[src/rtl/pitch_if.sv]
// Comparator-side and LED-side signals of the pitch classifier.
interface pitch_if #(
    parameter int CNT_W = 21
);
    logic             sig_in;
    logic [CNT_W-1:0] target_period;
    logic [3:0]       tone;
    logic             tone_valid;

    modport master (
        output sig_in,
        output target_period,
        input  tone,
        input  tone_valid
    );

    modport slave (
        input  sig_in,
        input  target_period,
        output tone,
        output tone_valid
    );
endinterface

[src/rtl/pitch_classifier.sv]
// Period measurement, window averaging and flat/sharp
// classification of the squared-up guitar signal.
module pitch_classifier #(
    parameter int CNT_W      = 21,
    parameter int AVG_LOG2   = 2,
    parameter int MIN_PERIOD = 64,
    parameter int TIMEOUT    = 2000000
) (
    input  logic   clk,
    input  logic   rst_n,
    pitch_if.slave bus
);
    localparam int AW = CNT_W + AVG_LOG2;

    localparam logic [1:0] IDLE    = 2'd0;
    localparam logic [1:0] MEASURE = 2'd1;
    localparam logic [1:0] EVAL    = 2'd2;

    localparam logic [CNT_W-1:0] TO_C  = CNT_W'(TIMEOUT);
    localparam logic [CNT_W-1:0] MIN_C = CNT_W'(MIN_PERIOD);
    localparam logic [CNT_W-1:0] ONE_C = CNT_W'(1);
    localparam logic [AVG_LOG2-1:0] LAST = '1;

    logic                s1, s2, s_prev, edge_p;
    logic [CNT_W-1:0]    cnt;
    logic [AW-1:0]       acc;
    logic [AVG_LOG2-1:0] idx;
    logic [1:0]          state;
    logic                to_done;

    logic                accept, hit_to;
    logic [AW-1:0]       t_win, d;
    logic [AW:0]         diff, ndiff;
    logic [3:0]          tone_new;

    assign accept = edge_p && (cnt >= MIN_C);
    assign hit_to = (cnt == TO_C);

    assign t_win = AW'(bus.target_period) << AVG_LOG2;
    assign diff  = {1'b0, acc} - {1'b0, t_win};
    assign ndiff = {1'b0, t_win} - {1'b0, acc};
    assign d     = diff[AW] ? ndiff[AW-1:0] : diff[AW-1:0];

    // diff > 0 means the period is long, i.e. the note is flat
    always_comb begin
        tone_new = 4'd4;
        if (bus.target_period == '0)
            tone_new = 4'd0;
        else if (d <= (t_win >> 6))
            tone_new = 4'd4;
        else if (d <= (t_win >> 5))
            tone_new = diff[AW] ? 4'd5 : 4'd3;
        else if (d <= (t_win >> 4))
            tone_new = diff[AW] ? 4'd6 : 4'd2;
        else
            tone_new = diff[AW] ? 4'd7 : 4'd1;
    end

    always_ff @(posedge clk or negedge rst_n) begin
        if (!rst_n) begin
            s1             <= 1'b0;
            s2             <= 1'b0;
            s_prev         <= 1'b0;
            edge_p         <= 1'b0;
            cnt            <= '0;
            acc            <= '0;
            idx            <= '0;
            state          <= IDLE;
            to_done        <= 1'b0;
            bus.tone       <= 4'd0;
            bus.tone_valid <= 1'b0;
        end else begin
            s1             <= bus.sig_in;
            s2             <= s1;
            s_prev         <= s2;
            edge_p         <= s2 & ~s_prev;
            bus.tone_valid <= 1'b0;
            if (!hit_to)
                cnt <= cnt + ONE_C;
            case (state)
                IDLE: begin
                    if (accept) begin
                        cnt     <= ONE_C;
                        acc     <= '0;
                        idx     <= '0;
                        to_done <= 1'b0;
                        state   <= MEASURE;
                    end else if (hit_to && !to_done) begin
                        bus.tone       <= 4'd0;
                        bus.tone_valid <= 1'b1;
                        to_done        <= 1'b1;
                        acc            <= '0;
                    end
                end
                MEASURE: begin
                    if (hit_to) begin
                        bus.tone       <= 4'd0;
                        bus.tone_valid <= 1'b1;
                        to_done        <= 1'b1;
                        acc            <= '0;
                        idx            <= '0;
                        state          <= IDLE;
                    end else if (accept) begin
                        acc <= acc + AW'(cnt);
                        cnt <= ONE_C;
                        idx <= idx + 1'b1;
                        if (idx == LAST)
                            state <= EVAL;
                    end
                end
                EVAL: begin
                    bus.tone       <= tone_new;
                    bus.tone_valid <= 1'b1;
                    acc            <= '0;
                    idx            <= '0;
                    state          <= MEASURE;
                end
                default: state <= IDLE;
            endcase
        end
    end
endmodule

[src/flat_wrapper.sv]
// flat-port wrapper written by rule: the top's interface ports become plain ports
module pitch_classifier_flat 
#(
    parameter int CNT_W      = 21,
    parameter int AVG_LOG2   = 2,
    parameter int MIN_PERIOD = 64,
    parameter int TIMEOUT    = 2000000
)
  (clk, rst_n, bus_sig_in, bus_target_period, bus_tone, bus_tone_valid);
  pitch_if #(.CNT_W(CNT_W)) bus_i ();
  input  logic clk;
  input  logic rst_n;
  input wire logic [$bits(bus_i.sig_in)-1:0] bus_sig_in;
  input wire logic [$bits(bus_i.target_period)-1:0] bus_target_period;
  output wire logic [$bits(bus_i.tone)-1:0] bus_tone;
  output wire logic [$bits(bus_i.tone_valid)-1:0] bus_tone_valid;
  assign bus_i.sig_in = bus_sig_in;
  assign bus_i.target_period = bus_target_period;
  assign bus_tone = bus_i.tone;
  assign bus_tone_valid = bus_i.tone_valid;
  pitch_classifier #(.CNT_W(CNT_W), .AVG_LOG2(AVG_LOG2), .MIN_PERIOD(MIN_PERIOD), .TIMEOUT(TIMEOUT)) u_core (.clk(clk), .rst_n(rst_n), .bus(bus_i));
endmodule
[config.mk]
export PLATFORM = sky130hd
export DESIGN_NAME = pitch_classifier_flat
export DESIGN_NICKNAME = d
export VERILOG_FILES = /design/src/rtl/pitch_if.sv /design/src/rtl/pitch_classifier.sv /design/src/flat_wrapper.sv
export SDC_FILE = /design/constraint.sdc
export NUM_CORES = 1
export LEC_CHECK = 0
export CAP_MARGIN = 5
export CORE_UTILIZATION = 68
export CTS_CLUSTER_DIAMETER = 200
export DETAILED_ROUTE_END_ITERATION = 10
export PLACE_DENSITY = 0.91
export SYNTH_ARGS = -nofsm -noshare
export SYNTH_HDL_FRONTEND = slang
export SYNTH_SLANG_ARGS = --single-unit
[constraint.sdc]
create_clock -name clk -period 12.1 [get_ports clk]
set_input_delay 1.21 -clock clk [delete_from_list [all_inputs] [get_ports clk]]
set_output_delay 1.21 -clock clk [all_outputs]
set_load 0.005 [all_outputs]
==> results of run 1 <==
==> flip-flops by register name, indices dropped and copies added (netlist names), 2 cells and up <==
signal and count:
u_core.acc 23, u_core.cnt 21, u_core.bus.tone 3, u_core.idx 2
u_core.state 2
==> area by class of cell <==
| cell class | count | area share (%) |
|---|---|---|
| tap | 136 | 2.21 |
| clock inverter | 4 | 0.649 |
| multi-input combinational | 726 | 69.5 |
| sequential | 57 | 18.5 |
| clock buffer | 12 | 2.14 |
| timing repair buffer | 30 | 3.73 |
| inverter | 67 | 3.26 |
==> cell families after synthesis <==
| family | count (synthesis) |
|---|---|
| other cells | 1 |
| buf+inv | 96 |
| simple gates | 268 |
| mux | 5 |
| fa+ha+maj | 122 |
| compound gates | 277 |
| flops | 57 |
| xor+xnor | 53 |
==> how the worst max path moves through the flow <==
stage,cells after the start,from,endpoint
global placement,20,bus_target_period[14],u_core.bus.tone[0]$_DFFE_PN0P_
detailed placement,20,bus_target_period[1],u_core.bus.tone[0]$_DFFE_PN0P_
CTS,20,bus_target_period[6],u_core.bus.tone[0]$_DFFE_PN0P_
global route,20,bus_target_period[6],u_core.bus.tone[0]$_DFFE_PN0P_
floorplan,20,bus_target_period[1],u_core.bus.tone[1]$_DFFE_PN0P_
finish,20,bus_target_period[6],u_core.bus.tone[0]$_DFFE_PN0P_
==> report_power, final <==
part / total (mW) / switching [mW] / internal [mW]
Sequential: 0.193 / 0.00101 / 0.192
Clock: 0.196 / 0.0848 / 0.112
Combinational: 0.144 / 0.0858 / 0.0578
Total: 0.533 / 0.172 / 0.361
==> cell usage after synthesis, types with 3 or more instances <==
cell type	n
a211oi_1	6
a211oi_2	4
a21o_1	32
a21oi_1	64
a22o_1	22
a31oi_1	11
a41oi_1	4
and2_1	4
and3_1	7
buf_2	12
buf_6	3
clkbuf_1	11
dfrtp_1	57
ha_1	120
inv_1	67
mux2i_1	4
nand2_1	59
nand2b_1	9
nand3_1	22
nand4_1	28
nand4b_1	3
nor2_1	72
nor2b_1	12
nor3_1	14
nor4_1	12
o211ai_1	7
o21a_1	18
o21ai_0	48
o21ai_1	10
o21bai_1	6
o22a_1	3
o22ai_1	4
o31a_1	3
o31ai_1	3
or3_1	5
xnor2_1	31
xor2_1	22
==> critical path: stages <==
cell and delay (ps):
clkdlybuf4s50_1 570, inv_1 150, ha_1 460, a21oi_1 300, o21ai_1 160, a22oi_2 260
nand3_4 400, a211oi_1 350, a21oi_1 100, a22oi_1 210, o21ai_0 160, xor2_1 360
ha_1 320, a21o_1 160, a21o_1 160, a21oi_1 260, o2111ai_1 150, o21ai_0 360
nand4b_1 150, a22o_1 230
==> routing by layer <==
layer	global-route usage, %	wire length [um]	up-vias
li1	-	-	3277
met1	45.2	8050	3207
met2	62.3	9180	357
met3	4.87	1540	101
met4	24.0	1220	0
met5	0	0	-
==> impl_metrics.csv, run 1 <==
group,metric,value,unit
timing,setup_tns,0,ps
setup_path,start_kind,"input port",
timing,setup_viol_count_final,0,
setup_path,worstPathArrival,6500,ps
finish,finish.instance_area,7710,um^2
clocking,clk_latency,350,ps
die,chipWidth,105,um
clocking,clk_pin_slew,80,ps
setup_path,worstPathMaxFanout,35,
timing,slew_viol_final,0,
setup_path,path_class,"in2reg",
synth,ys_seq_area_share,19.9,%
global_routing,grt_usage,37.3,%
route,drt-wirelength-per-cell,19.4,um
hold_path,hold_path.class,"reg2reg",
timing,worst_slew_pin_slew,971,ps
flow_run,drv_cap,0,
setup_path,r2r_start,"u_core.acc[3]$_DFFE_PN0P_",
synth,async_flop_share,100,%
synth,muxShareOfSynthArea,0.714,%
clocking,numCtsBuffers,9,
clocking,postCtsHoldBufs,0,
die,die_area,11000,um^2
global_routing,antenna_found_initial,0,
finish,final_core_util,75.0,%
global_routing,grt_overflow,0,
setup_path,rr_endpoint,"u_core.bus.tone[0]$_DFFE_PN0P_",
synth,synth_xor_area_share,6.46,%
synth,synthTopCellsByArea,"ha_1 21%, dfrtp_1 20%, a21oi_1 4.5%",
synth,synth-simple-area-share,19.4,%
clocking,clock_tree.buffer_depth,2,
clocking,cts-resized-gates,0,
die,dieHeight,105,um
setup_path,r2r_cells,18,
timing,skew,16.4,ps
outcome,status,"complete, no violations",
synth,yosysTopAreaCell,"ha_1",
place,hpwl,15800,um
place,portBuffers,27,
power_and_ir_drop,peakVddDrop,0.0749,mV
synth,syn_area,7180,um^2
finish,final_common_cell,"ha_1",
synth,yosys_register_bits,57,
finish,fin_cells,1032,
setup_path,ff2ff_setup_slack,6980,ps
synth,yosys_most_used_dff,"dfrtp_1",
timing,fmax,160,MHz
timing,rsz0062_at_grt,"false",
timing,fin_ws,5850,ps
route,drtIter0Drc,627,
hold_path,min_to,"u_core.s2$_DFF_PN0_",
finish,nets,1037,
synth,synth_top_area_share,20.9,%
global_routing,grt_first_pass_wirelength,32200,um
global_routing,first_global_vias,6700,
place,dp.cells,1016,
clocking,cts-htree-levels,3,
synth,yosysUniqueCellTypes,84,
synth,syn-num-nets,1025,
finish,drive_above_1_share,5.13,%
setup_path,critPathCaptureType,"register",
place,place_area,7490,um^2
synth,syn_inst,879,
finish,seq_area,1430,um^2
timing,finalHoldViolations,0,
place,pre_cts_ws,5660,ps
route,routed_wl,20000,um
clocking,cts.sinks,57,
clocking,tritoncts,"done",
place,gp_congestion,1.00,
route,drtPass1Iterations,6,
synth,yosys.area_share.adder,21.5,%
timing,period_share,51.7,%
synth,avgSynthCellArea,8.17,um^2
route,drc,0,
clocking,cts_setup_buffers,0,
timing,slew_headroom,34.6,%
die,num_rows,37,
finish,fillers,789,
clocking,clock_tree.root_cell,"clkbuf_8",
finish,areaGrowthSynthToFinish,7.28,%
route,vias,6942,
global_routing,grt_max_degree,58,
die,ios,29,
timing,holdWs,366,ps
synth,synth-edff-count,0,
power_and_ir_drop,power_density,69.1,nW/um^2
finish,multiInputGateArea,5360,um^2
timing,timing.final.crit_period,6250,ps
power_and_ir_drop,leakagePower,3.60,nW
synth,ys_warn_count,0,
finish,antenna_cells,0,
power_and_ir_drop,total_power,533,uW
route,postRouteAntennaNets,0,
route,via_per_inst,6.73,
die,core-area,10300,um^2
hold_path,hold_depth,0,
synth,synth_top_family_by_area,"compound AO/OA/AOI/OAI gates",
synth,synth-compound-area-share,26.5,%
die,start_util,69.9,%
finish,final_cell_mix,"120 x ha_1, 72 x nor2_1, 67 x inv_1",
hold_path,hp-start,"u_core.s1$_DFF_PN0_",
setup_path,critPathRequiredTime,12340,ps
(Power assumes the default switching activity.)
==> run 2, diff against run 1 <==
CORE_UTILIZATION = 57   (was 68)
PLACE_DENSITY = 0.81   (was 0.91)
clock period = 5.65 ns   (was 12.1 ns; I/O delays follow)
==> run 2 against run 1 <==
  * Non-clock buffer count up 8
  * Setup slack worse by 5400 ps
  * Clock-buffer cell count down 1
  * Combinational power up 110%
  * Critical path depth down 1
  * Sequential share of layout area down 0.48 points
  * Cell area up 2.7%
  * First-iteration DRC count down 38%
  * Power up 150%
  * Hold slack worse by 10 ps
  * Sequential cell count unchanged
  * Largest cell class unchanged
  * Largest power group unchanged
  * Clock skew down 10 ps
==> impl_metrics.csv, run 2 (synthesis gave the netlist of run 1 again) <==
group,metric,value,unit
timing,finalHoldViolations,0,
setup_path,path_delay_family,"compound AO/OA/AOI/OAI gates",
finish,final_cell_mix,"120 x ha_1, 72 x nor2_1, 67 x inv_1",
route,drt-wirelength-per-cell,18.1,um
global_routing,antenna_found_initial,0,
clocking,clock_tree.root_cell,"clkbuf_16",
setup_path,worstPathMaxFanout,17,
global_routing,grt_max_degree,58,
setup_path,critPathRequiredTime,5900,ps
hold_path,hold_path.class,"in2async",
setup_path,critPathCaptureType,"register",
place,gp_congestion,1.01,
timing,holdWs,356,ps
finish,areaGrowthSynthToFinish,10.2,%
timing,fmax,193,MHz
timing,rsz0062_at_grt,"false",
route,via_per_inst,6.21,
clocking,cts.sinks,57,
route,met3_length,1090,um
setup_path,r2r_start,"u_core.acc[18]$_DFFE_PN0P_",
finish,drive_above_1_share,5.86,%
route,routed_wl,19400,um
setup_path,cpMaxStageDelayCell,"clkdlybuf4s50_1",
die,core-area,12200,um^2
timing,fin_ws,477,ps
setup_path,max_stage_delay,570,ps
finish,seq_area,1430,um^2
finish,nets,1045,
route,postRouteAntennaNets,0,
die,start_util,59.1,%
power_and_ir_drop,peakVddDrop,0.181,mV
finish,final_common_cell,"ha_1",
finish,multiInputGateArea,5360,um^2
clocking,cts_setup_buffers,0,
place,hpwl,15700,um
global_routing,grt_first_pass_wirelength,31600,um
die,dieHeight,114,um
timing,slew_headroom,34.2,%
finish,antenna_cells,0,
global_routing,grt_usage,31.5,%
timing,timing.final.crit_period,5170,ps
setup_path,start_kind,"input port",
route,drtIter0Drc,390,
setup_path,r2r_cells,17,
clocking,clock_tree.buffer_depth,2,
global_routing,first_global_vias,6521,
global_routing,grt_overflow,0,
setup_path,worstPathArrival,5420,ps
place,portBuffers,27,
finish,regMostFlops,"u_core.acc",
setup_path,cp-startpoint,"bus_target_period[16]",
finish,largest_registers,"u_core.acc (23), u_core.cnt (21), u_core.bus.tone (3)",
place,pre_cts_ws,182,ps
route,drtPass1Iterations,5,
die,ios,29,
route,highest_layer,"met4",
timing,slew_viol_final,0,
clocking,cts-resized-gates,0,
timing,skew,6.01,ps
finish,fillers,1042,
clocking,clk_latency,340,ps
setup_path,ff2ff_setup_slack,1010,ps
clocking,clk_pin_slew,50,ps
die,chipWidth,114,um
clocking,postCtsHoldBufs,0,
timing,setup_viol_count_final,0,
die,num_rows,40,
setup_path,critical_path.most_common_cell,"a21o_1",
flow_run,drv_cap,0,
setup_path,path_class,"in2reg",
power_and_ir_drop,power_density,165,nW/um^2
timing,period_share,91.6,%
clocking,tritoncts,"done",
die,die_area,13100,um^2
setup_path,rr_endpoint,"u_core.bus.tone[1]$_DFFE_PN0P_",
setup_path,cp_num_buf_inv,2,
route,wl_met2,9030,um
clocking,numCtsBuffers,9,
outcome,status,"complete, no violations",
clocking,cts-htree-levels,3,
route,drt-met1-wl,8360,um
setup_path,worstPathCellList,"clkdlybuf4s50_1 -> inv_1 -> ha_1 -> nand4_1 -> nor3_4 -> o211ai_2 -> nand3_4 -> o21ai_0 -> xnor2_1 -> ha_1 -> a21o_1 -> a21o_1 -> a211oi_1 -> o21bai_1 -> a21o_1 -> a221o_1 -> a31oi_1 -> o211ai_1 -> a221oi_2",
route,drc,0,
route,vias,6652,
power_and_ir_drop,leakagePower,3.69,nW
timing,worst_slew_pin_slew,974,ps
finish,largest_reg_flops,23,
timing,setup_tns,0,ps
## run 2: changes by cell type in the layout (fill, tap and decap cells not counted)
cell and change:
buf_4 +8, clkbuf_8 -11, clkinvlp_4 -2, clkinv_2 +1, clkbuf_1 +1, bufinv_16 +1
clkinv_4 +1, clkbuf_16 +9
## run 2: how the worst max path moves through the flow
stage                                           to  slack, ps  depth (start not counted)
detailed placement  u_core.bus.tone[1]$_DFFE_PN0P_        180                         19
global placement    u_core.bus.tone[0]$_DFFE_PN0P_        370                         20
global route        u_core.bus.tone[1]$_DFFE_PN0P_        210                         19
finish              u_core.bus.tone[1]$_DFFE_PN0P_        480                         19
CTS                 u_core.bus.tone[1]$_DFFE_PN0P_        520                         19
floorplan           u_core.bus.tone[1]$_DFFE_PN0P_       1220                         20
## run 2: layer usage
| metal | up-vias | track usage [%] |
|---|---|---|
| li1 | 3283 | - |
| met1 | 3083 | 37.2 |
| met2 | 226 | 54.1 |
| met3 | 60 | 5.56 |
| met4 | 0 | 17.6 |
| met5 | - | 0 |
## run 2: area by class of cell
type	count	area share (%)
Multi-Input combinational cell	726	67.7
Clock inverter	5	0.996
Tap cell	168	2.66
Clock buffer	11	3.07
Inverter	67	3.18
Sequential cell	57	18.0
Timing Repair Buffer	38	4.40
## run 2: power breakdown
part / total, mW / switching (mW) / internal, mW
registers: 0.413 / 0.00165 / 0.411
clock network: 0.589 / 0.192 / 0.397
logic: 0.306 / 0.180 / 0.126
## run 2: stage by stage
| stage | cells | util, % | total power [mW] | instance area (um^2) |
|---|---|---|---|---|
| finish | 1072 | 65.1 | 1.31 | 7910 |
| global route | 1072 | 65.1 | 1.37 | 7910 |
| CTS | 1072 | 65.1 | 1.31 | 7910 |
| detailed placement | 1056 | 62.4 | 0.720 | 7590 |
| global placement | 1056 | 62.4 | 0.717 | 7590 |
| floorplan | 879 | - | 0.623 | 7180 |
==> run 3, diff against run 2 <==
GPL_TIMING_DRIVEN = 0   (was unset)
==> run 3 against run 2 <==
  * Cell count grew 1.8%
  * Non-clock buffer count is 20 higher
  * Sequential power barely moved
  * Sequential share of layout area is 0.13 points lower
  * Setup slack worse by 200 ps
  * First-iteration DRC count is 1.3% lower
==> impl_metrics.csv, run 3 (synthesis gave the netlist of run 1 again) <==
group,metric,value,unit
flow_run,drv_cap,0,
clocking,clock_tree.root_cell,"clkbuf_16",
global_routing,grt_overflow,0,
clocking,cts.sinks,57,
timing,fmax,186,MHz
timing,finalHoldViolations,0,
route,drtIter0Drc,385,
timing,period_share,95.1,%
clocking,cts-htree-levels,3,
power_and_ir_drop,clockPowerShare,41.5,%
route,vias,6734,
power_and_ir_drop,leakagePower,3.72,nW
die,die_area,13100,um^2
clocking,clk_latency,340,ps
setup_path,worstPathArrival,5620,ps
route,routed_wl,19100,um
route,drt-wirelength-per-cell,17.5,um
place,hpwl,15600,um
setup_path,path_class,"in2reg",
finish,fin_cells,1091,
setup_path,critPathCaptureType,"register",
place,portBuffers,27,
finish,nets,1065,
finish,finish.instance_area,7970,um^2
power_and_ir_drop,p_sw_share,29.5,%
power_and_ir_drop,total_power,1.23,mW
finish,largest_reg_flops,23,
clocking,clk_pin_slew,50,ps
global_routing,grt_max_degree,31,
global_routing,grt_usage,31.5,%
timing,fin_ws,275,ps
timing,setup_tns,0,ps
finish,drive_above_1_share,6.61,%
timing,timing.final.crit_period,5370,ps
timing,slew_headroom,24.1,%
route,via_per_inst,6.17,
timing,holdWs,251,ps
finish,areaGrowthSynthToFinish,11.0,%
timing,skew,6.74,ps
die,dieHeight,114,um
place,dp.cells,1075,
power_and_ir_drop,internal-power,866,uW
route,drc,0,
die,chipWidth,114,um
route,postRouteAntennaNets,0,
setup_path,critPathRequiredTime,5900,ps
power_and_ir_drop,peakVddDrop,0.219,mV
power_and_ir_drop,power_density,154,nW/um^2
die,start_util,59.1,%
finish,final_core_util,65.5,%
hold_path,hold_path.class,"in2async",
place,gp_congestion,0.966,
timing,worst_slew_pin_slew,1120,ps
timing,setup_viol_count_final,0,
clocking,tritoncts,"done",
place,place_area,7680,um^2
global_routing,antenna_found_initial,0,
outcome,status,"complete, no violations",
clocking,numCtsBuffers,9,
setup_path,worstPathMaxFanout,10,
clocking,clock_tree.buffer_depth,2,
finish,antenna_cells,0,
finish,final_common_cell,"ha_1",
global_routing,first_global_vias,6624,
die,num_rows,40,
power_and_ir_drop,power_switching,363,uW
timing,slew_viol_final,0,
power_and_ir_drop,seq_power_share,33.6,%
global_routing,grt_first_pass_wirelength,32000,um
timing,rsz0062_at_grt,"false",
finish,largest_registers,"u_core.acc (23), u_core.cnt (21), u_core.bus.tone (3)",
finish,regMostFlops,"u_core.acc",
route,drtPass1Iterations,5,
finish,final_cell_mix,"120 x ha_1, 72 x nor2_1, 67 x inv_1",
setup_path,start_kind,"input port",
die,ios,29,
die,core-area,12200,um^2
place,pre_cts_ws,-255,ps
clocking,postCtsHoldBufs,0,
power_and_ir_drop,combPwrFrac,24.8,%
==> run 3: cell count changes in the layout (fill, tap and decap cells not counted), moves of 3 or more <==
cell      before  now
buf_2          1   13
buf_4         11    2
buf_6          0    3
clkbuf_1       1   10
==> run 3: power groups by stage <==
stage,combinational (mW),clock [mW],sequential [mW]
final,0.305,0.511,0.413
after CTS,0.301,0.520,0.413
after detailed placement,0.299,0,0.420
after global placement,0.289,0,0.420
after floorplan,0.203,0,0.420
after global routing,0.342,0.538,0.413
==> run 3: worst max-delay path, cell delays in order <==
cell	delay, ps
clkdlybuf4s50_1	590
inv_1	200
ha_1	340
buf_2	190
a21oi_1	140
o21ai_1	130
a21oi_2	310
nand3_4	190
buf_6	200
clkbuf_2	190
nand2_1	80
o21ai_0	90
xnor2_1	300
ha_1	320
a21o_1	160
a21o_1	170
a211oi_1	230
o21bai_1	100
a21o_1	180
a221o_1	300
a31oi_1	250
o211ai_1	160
a221oi_2	240
==> run 3: timing repair <==
action                                  4_1_cts  5_1_grt
gates resized for setup                       0        5
setup buffers                                 0        1
endpoints found under the setup margin        0        3
==> run 3: layer usage <==
layer	global-route usage (%)	wire [um]	vias to the layer above	part of all wire, %
met2	53.1	8890	212	47
met3	4.87	907	63	4.8
met4	16.8	933	0	4.9
li1	-	-	3334	-
met5	0	0	-	0
met1	38.7	8320	3125	44
==> run 3: layout make-up <==
| type | count | area [um^2] |
|---|---|---|
| clock inverters | 2 | 12.5 |
| plain buffers | 29 | 153 |
| clock buffers | 13 | 270 |
| repair buffers | 29 | 293 |
| fillers | 1042 | 4190 |
| multi-input cells | 726 | 5360 |
| flip-flops and latches | 57 | 1430 |
| inverters | 67 | 251 |
| well taps | 168 | 210 |
==> run 3: path summary, 6_finish.rpt <==
check / startpoint / endpoint / slack, ps / cells after the start
setup / recovery: bus_target_period[16] / u_core.bus.tone[1]$_DFFE_PN0P_ / 280 / 23
hold / removal: rst_n / u_core.idx[1]$_DFFE_PN0P_ / 250 / 1
setup reg to reg: u_core.acc[3]$_DFFE_PN0P_ / u_core.bus.tone[1]$_DFFE_PN0P_ / 820 / 20
hold reg to reg: u_core.s1$_DFF_PN0_ / u_core.s2$_DFF_PN0_ / 350 / 0
max in group asynchronous: rst_n / u_core.acc[6]$_DFFE_PN0P_ / 4810 / 2
min in group clk: u_core.s1$_DFF_PN0_ / u_core.s2$_DFF_PN0_ / 350 / 0
